<file path="config.mk">
export PLATFORM = sky130hd
export DESIGN_NAME = interrupt_controller
export DESIGN_NICKNAME = d
export VERILOG_FILES = /design/src/rtl/interrupt_controller.sv
export SDC_FILE = /design/constraint.sdc
export NUM_CORES = 1
export LEC_CHECK = 0
export BUFFER_PORTS_ARGS = -buffer_cell sky130_fd_sc_hd__buf_2
export CAP_MARGIN = 20
export CORE_ASPECT_RATIO = 0.7
export CORE_MARGIN = 2
export CORE_UTILIZATION = 39
export DETAILED_ROUTE_END_ITERATION = 8
export PLACE_DENSITY = 0.86
export REMOVE_ABC_BUFFERS = 1
export SYNTH_ARGS = -nofsm -noshare
export SYNTH_HDL_FRONTEND = slang
export SYNTH_SLANG_ARGS = --single-unit
</file>
<file path="constraint.sdc">
create_clock -name clk -period 2.5 [get_ports clk]
set_clock_uncertainty 0.1 [all_clocks]
set_input_delay 0.5 -clock clk [delete_from_list [all_inputs] [get_ports clk]]
set_output_delay 0.5 -clock clk [all_outputs]
set_load 0.05 [all_outputs]
</file>
<file path="src/rtl/interrupt_controller.sv">
// Memory-mapped interrupt controller: edge-latched pending bits, enable mask,
// lowest-index priority and a three-state request/acknowledge handshake with the core.
//
// state  | meaning
// IDLE   | no request outstanding; picks lowest pending+enabled source
// ASSERT | Interrupt high, waiting for the core's IntReset
// ACK    | acknowledge seen, waiting for IntReset to drop
module interrupt_controller #(
  parameter int          N_SRC     = 4,
  parameter int          ID_W      = 2,
  parameter logic [31:0] BASE_ADDR = 32'h0000_0400
) (
  input  logic             clk,
  input  logic             reset,
  input  logic             MemWrite,
  input  logic [31:0]      Addr,
  input  logic [31:0]      WriteData,
  output logic [31:0]      ReadData,
  output logic             Sel,
  input  logic [N_SRC-1:0] irq_src,
  output logic             Interrupt,
  input  logic             IntReset,
  output logic [ID_W-1:0]  ActiveId
);

  typedef enum logic [1:0] {
    IDLE   = 2'd0,
    ASSERT = 2'd1,
    ACK    = 2'd2
  } state_t;

  state_t           state;
  logic [N_SRC-1:0] s1, s2, prev;
  logic [N_SRC-1:0] rise, pend, en, req, w1c, ack_clr;
  logic [1:0]       off;
  logic             wr_pend, wr_en, busy;
  logic [ID_W-1:0]  low_id;
  logic             unused_bits;

  assign Sel     = (Addr[31:4] == BASE_ADDR[31:4]);
  assign off     = Addr[3:2];
  assign wr_pend = MemWrite & Sel & (off == 2'd0);
  assign wr_en   = MemWrite & Sel & (off == 2'd1);
  assign rise    = s2 & ~prev;
  assign req     = pend & en;
  assign busy    = (state != IDLE);
  assign w1c     = wr_pend ? WriteData[N_SRC-1:0] : '0;

  // Byte lanes and data bits beyond the implemented sources carry no meaning here.
  assign unused_bits = ^{Addr[1:0], WriteData[31:N_SRC]};

  // Acknowledge clears only the source being serviced.
  always_comb begin
    ack_clr = '0;
    if (state == ASSERT && IntReset) ack_clr[ActiveId] = 1'b1;
  end

  // Priority pick: scanning downward leaves the lowest set index.
  always_comb begin
    low_id = '0;
    for (int i = N_SRC - 1; i >= 0; i--) begin
      if (req[i]) low_id = ID_W'(i);
    end
  end

  // Register read mux; anything outside the block reads as zero.
  always_comb begin
    ReadData = '0;
    if (Sel) begin
      case (off)
        2'd0:    ReadData[N_SRC-1:0] = pend;
        2'd1:    ReadData[N_SRC-1:0] = en;
        2'd2:    ReadData[ID_W:0]    = {busy, ActiveId};
        default: ReadData = '0;
      endcase
    end
  end

  // Two-flop synchronizer plus previous-sample flop for rising-edge detection.
  always_ff @(posedge clk or negedge reset) begin
    if (!reset) begin
      s1   <= '0;
      s2   <= '0;
      prev <= '0;
    end else begin
      s1   <= irq_src;
      s2   <= s1;
      prev <= s2;
    end
  end

  // Pending and enable registers; a same-cycle rise beats any clear.
  always_ff @(posedge clk or negedge reset) begin
    if (!reset) begin
      pend <= '0;
      en   <= '0;
    end else begin
      pend <= (pend & ~(w1c | ack_clr)) | rise;
      if (wr_en) en <= WriteData[N_SRC-1:0];
    end
  end

  // Request/acknowledge FSM with registered Interrupt and ActiveId.
  always_ff @(posedge clk or negedge reset) begin
    if (!reset) begin
      state     <= IDLE;
      Interrupt <= 1'b0;
      ActiveId  <= '0;
    end else begin
      case (state)
        IDLE: begin
          if (|req) begin
            ActiveId  <= low_id;
            Interrupt <= 1'b1;
            state     <= ASSERT;
          end
        end
        ASSERT: begin
          if (IntReset) begin
            Interrupt <= 1'b0;
            state     <= ACK;
          end
        end
        ACK: begin
          if (!IntReset) state <= IDLE;
        end
        default: begin
          Interrupt <= 1'b0;
          state     <= IDLE;
        end
      endcase
    end
  end

endmodule

</file>
# After elaboration in Yosys (flattened, before gate mapping)
# Index checks and enable logic that the tools add are counted.
# word_totals
regBits	25
in_bits	72
out_inout_bits	36
wordCells	56
# op_classes
n_lt_le_gt_ge	2
n_eq_ne	8
mux	18
bitwise	11
reduce_logical	9
# ops
op	n
28-bit by 7-bit equality test with 1-bit output, second input constant	1
2-bit 2-to-1 mux	7
4-bit AND	3
4-bit 2-to-1 mux	3
3-bit case mux with 3 select lines	1
4-bit NOT	2
4-bit bitwise OR	2
2-bit != test, second input constant	3
2-bit case mux with 3 select lines	1
3-bit AND reduction	2
2-bit by 1-bit equality test with 1-bit output, second input constant	2
2-bit equality test, second input constant	2
2-bit logical NOT	2
4-bit OR reduction	1
1-bit AND	3
2-bit by 3-bit < comparator with 1-bit output, second input constant	1
1-bit 2-to-1 mux	3
1-bit case mux with 3 select lines	1
1-bit demux with 2-bit select	1
2-bit by 1-bit >= comparator with 1-bit output, second input constant	1
1-bit logical AND	2
1-bit case mux with 2 select lines	1
2-bit AND reduction	1
2-bit nonzero test	1
1-bit NOT	1

# Depth between registers and ports, before layout
# logic_depth
word_depth	9
mapped_depth	5
mapped_depth_nobuf	4

# Worst setup path after synthesis
# No wires, ideal clock.
# synth_timing
kind	input to output
from	in Addr[27]
to	out ReadData[3]
arrival_ns	2.539
required_ns	1.900
slack_ns	-0.639
path_stages	3
n_path_buf	0
cell_sequence	or4_4 or3_4 nor3_1
# synth_between
elab_chain_cells	2
# synth_rtl
item	line	text
from (decl)	16	input logic [31:0] Addr,
28-bit by 7-bit equality test with 1-bit output	40	assign Sel = (Addr[31:4] == BASE_ADDR[31:4]);
4-bit 2-to-1 mux	69	if (Sel) begin
to (decl)	18	output logic [31:0] ReadData,
# No other way between the ends.

# Final worst setup path
# layout_timing
from	in Addr[13]
to	out ReadData[0]
# The elaborated chain is that of the path after synthesis.

==> results by group <==
Run status
  – Outcome: complete, but fails checks
  – Failing checks: setup timing

Worst setup path
  – WS Path Type: in2out
  – Worst setup EP type: output pin
  – Req. time, crit path: 1.90 ns
  – R2R depth: 3
  – Setup crit start kind: primary input
  – Crit-path max FO: 5
  – Critical path arrival: 1.92 ns

Logic synthesis
  – YS warnings: 0
  – Synth Area per Inst: 10.3 µm²
  – Post-synth top flop: dfrtp_1
  – Seq/Total Area, Yosys: approximately 45%
  – Post-synth EDFFs: 0
  – Cells after synthesis: 134
  – Mapped cell area: roughly 1400 µm²
  – Post-synth ARST share: 100%
  – Seq cells post-synth: 25
  – Synth unique cells: 33

Power and ir drop
  – Sw frac: 31.3%
  – Power share of the clock group: 28.9%
  – P_leak: roughly 0.00083 µW
  – Sequential Power Share: between 50 and 60%
  – Comb pwr share: 20.4%
  – Int Power: 564 µW
  – Worst VDD drop: 0.433 mV
  – Pwr Total: 821 µW
  – Psw: 257 µW
  – Pwr/cell area: around 480 nW/µm²

Global route
  – Largest net degree at the start of global routing: 26
  – Vias in the first global route: a little under 1000
  – Gr usage total: 13.1%
  – Global-route wire length before repair: 3870 µm
  – Antenna violations before repair: 0
  – GRT overflow: 0

Clock network
  – CTS tree: built
  – Max clock buf depth: 2
  – H-tree levels: 1
  – Skew-Pair Late Insertion Delay: 0.27 ns
  – Clk sink count: 25
  – Clk slew on worst S/H paths: about 0.090 ns
  – Root Buffer Master: clkbuf_8
  – Num CTS Buffers: 3
  – CTS Hold Bufs: 0

Detailed routing
  – Post-detailed-routing wire length: between 2000 and 3000 µm
  – Initial drt markers: 32
  – Final ANT Viol Nets: 0
  – Drt pass-1 iters: 5
  – Vias per inst: 4.76
  – Vias: between 1000 and 1500
  – Post-route DRC: 0
  – WL per Instance: approximately 12 µm

Layout
  – Area occupied by multi-input gates: 644 µm²
  – Design Area, Final: 1710 µm²
  – FILL cells: approximately 330
  – Final nets: 262
  – Share of layout cells above drive strength 1: 37.0%
  – Commonest non-fill, non-tap cells in the layout: buf_2, conb_1, dfrtp_1, nor4_1, o21ai_0
  – Area delta synth->final: 24.0%
  – Non-filler cells, final: 239
  – Commonest non-fill, non-tap cell in the layout: buf_2
  – Antenna diode count: 0
  – Register Area: 626 µm²

STA
  – Period utilization: 101%
  – RSZ-0062 raised after global routing: yes
  – Min cycle time layout: 2.52 ns
  – Endpoints failing hold: 0
  – Fmax: 396 MHz
  – Slew Limit Fails: 0
  – Final setup fails: 1
  – Worst slew pin tran: about 0.55 ns
  – Worst slew margin: a little over three fifths
  – Final WS setup: -0.0223 ns

Floorplan
  – IO Count: around 110
  – Initial Util: 40.0%
  – Die area: just over 4000 µm²
  – DIE HEIGHT: 53.7 µm
  – FP Rows: 18
  – Core footprint: 3450 µm²
  – Die span in x: 75.1 µm

Worst hold path
  – Hold Crit Class: in2async

Placed design
  – Detailed Place HPWL: 2240 µm
  – Final GP Congestion: 0.808
  – Dpl ws: -0.118 ns
  – Placed instance area: between 1500 and 2000 µm²
  – Port bufs: approximately 50
  – Placed cells: roughly 230

Flow run
  – Max_cap viols: 0
==> state kept, by name (all words and copies together) (netlist names) <==
name,count
en,4
pend,4
prev,4
s1,4
s2,4
ActiveId,2
state,2
Interrupt,1
==> logic make-up after synthesis <==
| kind of cell | after synthesis | share of synthesized area, % |
|---|---|---|
| buffers and inverters | 35 | 17.2 |
| AOI/OAI and AO/OA | 25 | 12.1 |
| DFF | 25 | 45.4 |
| and+or+nand+nor | 39 | 18.1 |
| other | 1 | 0.272 |
| muxes | 9 | 6.99 |
==> path summary, 6_finish.rpt <==
path                                       from                      end  slack (ns)
hold / removal                            reset        en[0]$_DFFE_PN0P_        0.11
setup reg to reg           state[0]$_DFFE_PN0P_  ActiveId[0]$_DFFE_PN0P_        0.95
min in group clk                     irq_src[1]          s1[1]$_DFF_PN0_        0.23
setup / recovery                       Addr[13]              ReadData[0]       -0.02
max in group asynchronous                 reset        en[3]$_DFFE_PN0P_        1.82
hold reg to reg                 s1[2]$_DFF_PN0_          s2[2]$_DFF_PN0_        0.25
==> metrics by stage <==
step / TNS (ns) / util (%) / hold WS (ns)
2_1_floorplan: -1.28 / - / 0.104
3_3_place_gp: -0.232 / 46.3 / 0.234
3_5_place_dp: -0.289 / 46.3 / 0.237
4_1_cts: -0.106 / 48.9 / 0.116
5_1_grt: -0.289 / 49.6 / 0.140
6_report: -0.0223 / 49.6 / 0.108
==> synth_stat cells (2+ instances only) <==
cell	count	area, µm²
nand3b_1	2	15.0
a21oi_1	3	15.0
mux2i_1	4	40.0
nand2_1	4	15.0
nand4_1	2	12.5
inv_1	6	22.5
o31ai_1	2	15.0
nor2_1	6	22.5
o21ai_0	8	40.0
nand2b_1	3	18.8
nor4b_1	2	17.5
o21a_1	2	15.0
dfrtp_1	25	626
nor4_1	11	68.8
a2bb2oi_1	4	35.0
nor3_1	2	10.0
buf_4	28	210
mux2_2	5	56.3
==> power by group through the flow <==
stage / clock network, µW / logic (µW) / registers, µW
2_1_floorplan: 0 / 108 / 424
3_3_place_gp: 0 / 160 / 425
3_5_place_dp: 0 / 162 / 425
4_1_cts: 246 / 164 / 417
5_1_grt: 267 / 179 / 418
6_report: 237 / 167 / 417
==> layer usage <==
metal	GRT usage (%)	share of wire (%)	up-vias
met5	0	0	-
li1	-	-	541
met2	24.3	47	53
met1	15.1	44	543
met3	4.31	9.1	0
met4	1.79	0	0
==> area by class of cell <==
cell class,count,share of cell area [%]
clock buffer,3,2.41
clock inverter,1,0.439
inverter,6,1.32
multi-input combinational,101,37.7
sequential,25,36.6
tap,50,3.66
timing repair buffer,53,17.9
==> critical path, stage by stage <==
cell and delay [ns]:
buf_2 0.11, nor4_2 0.31, nand4_1 0.18, or3_4 0.46
nor2_1 0.17, buf_6 0.18
==> what timing repair did <==
action                     CTS  global route
setup endpoints to repair    4             5
resized for setup           10             4
buffers inserted             0             1
pin swaps                    1             4
hold endpoints to repair     0             0
gates cloned                 0             0
(Power assumes the default switching activity.)
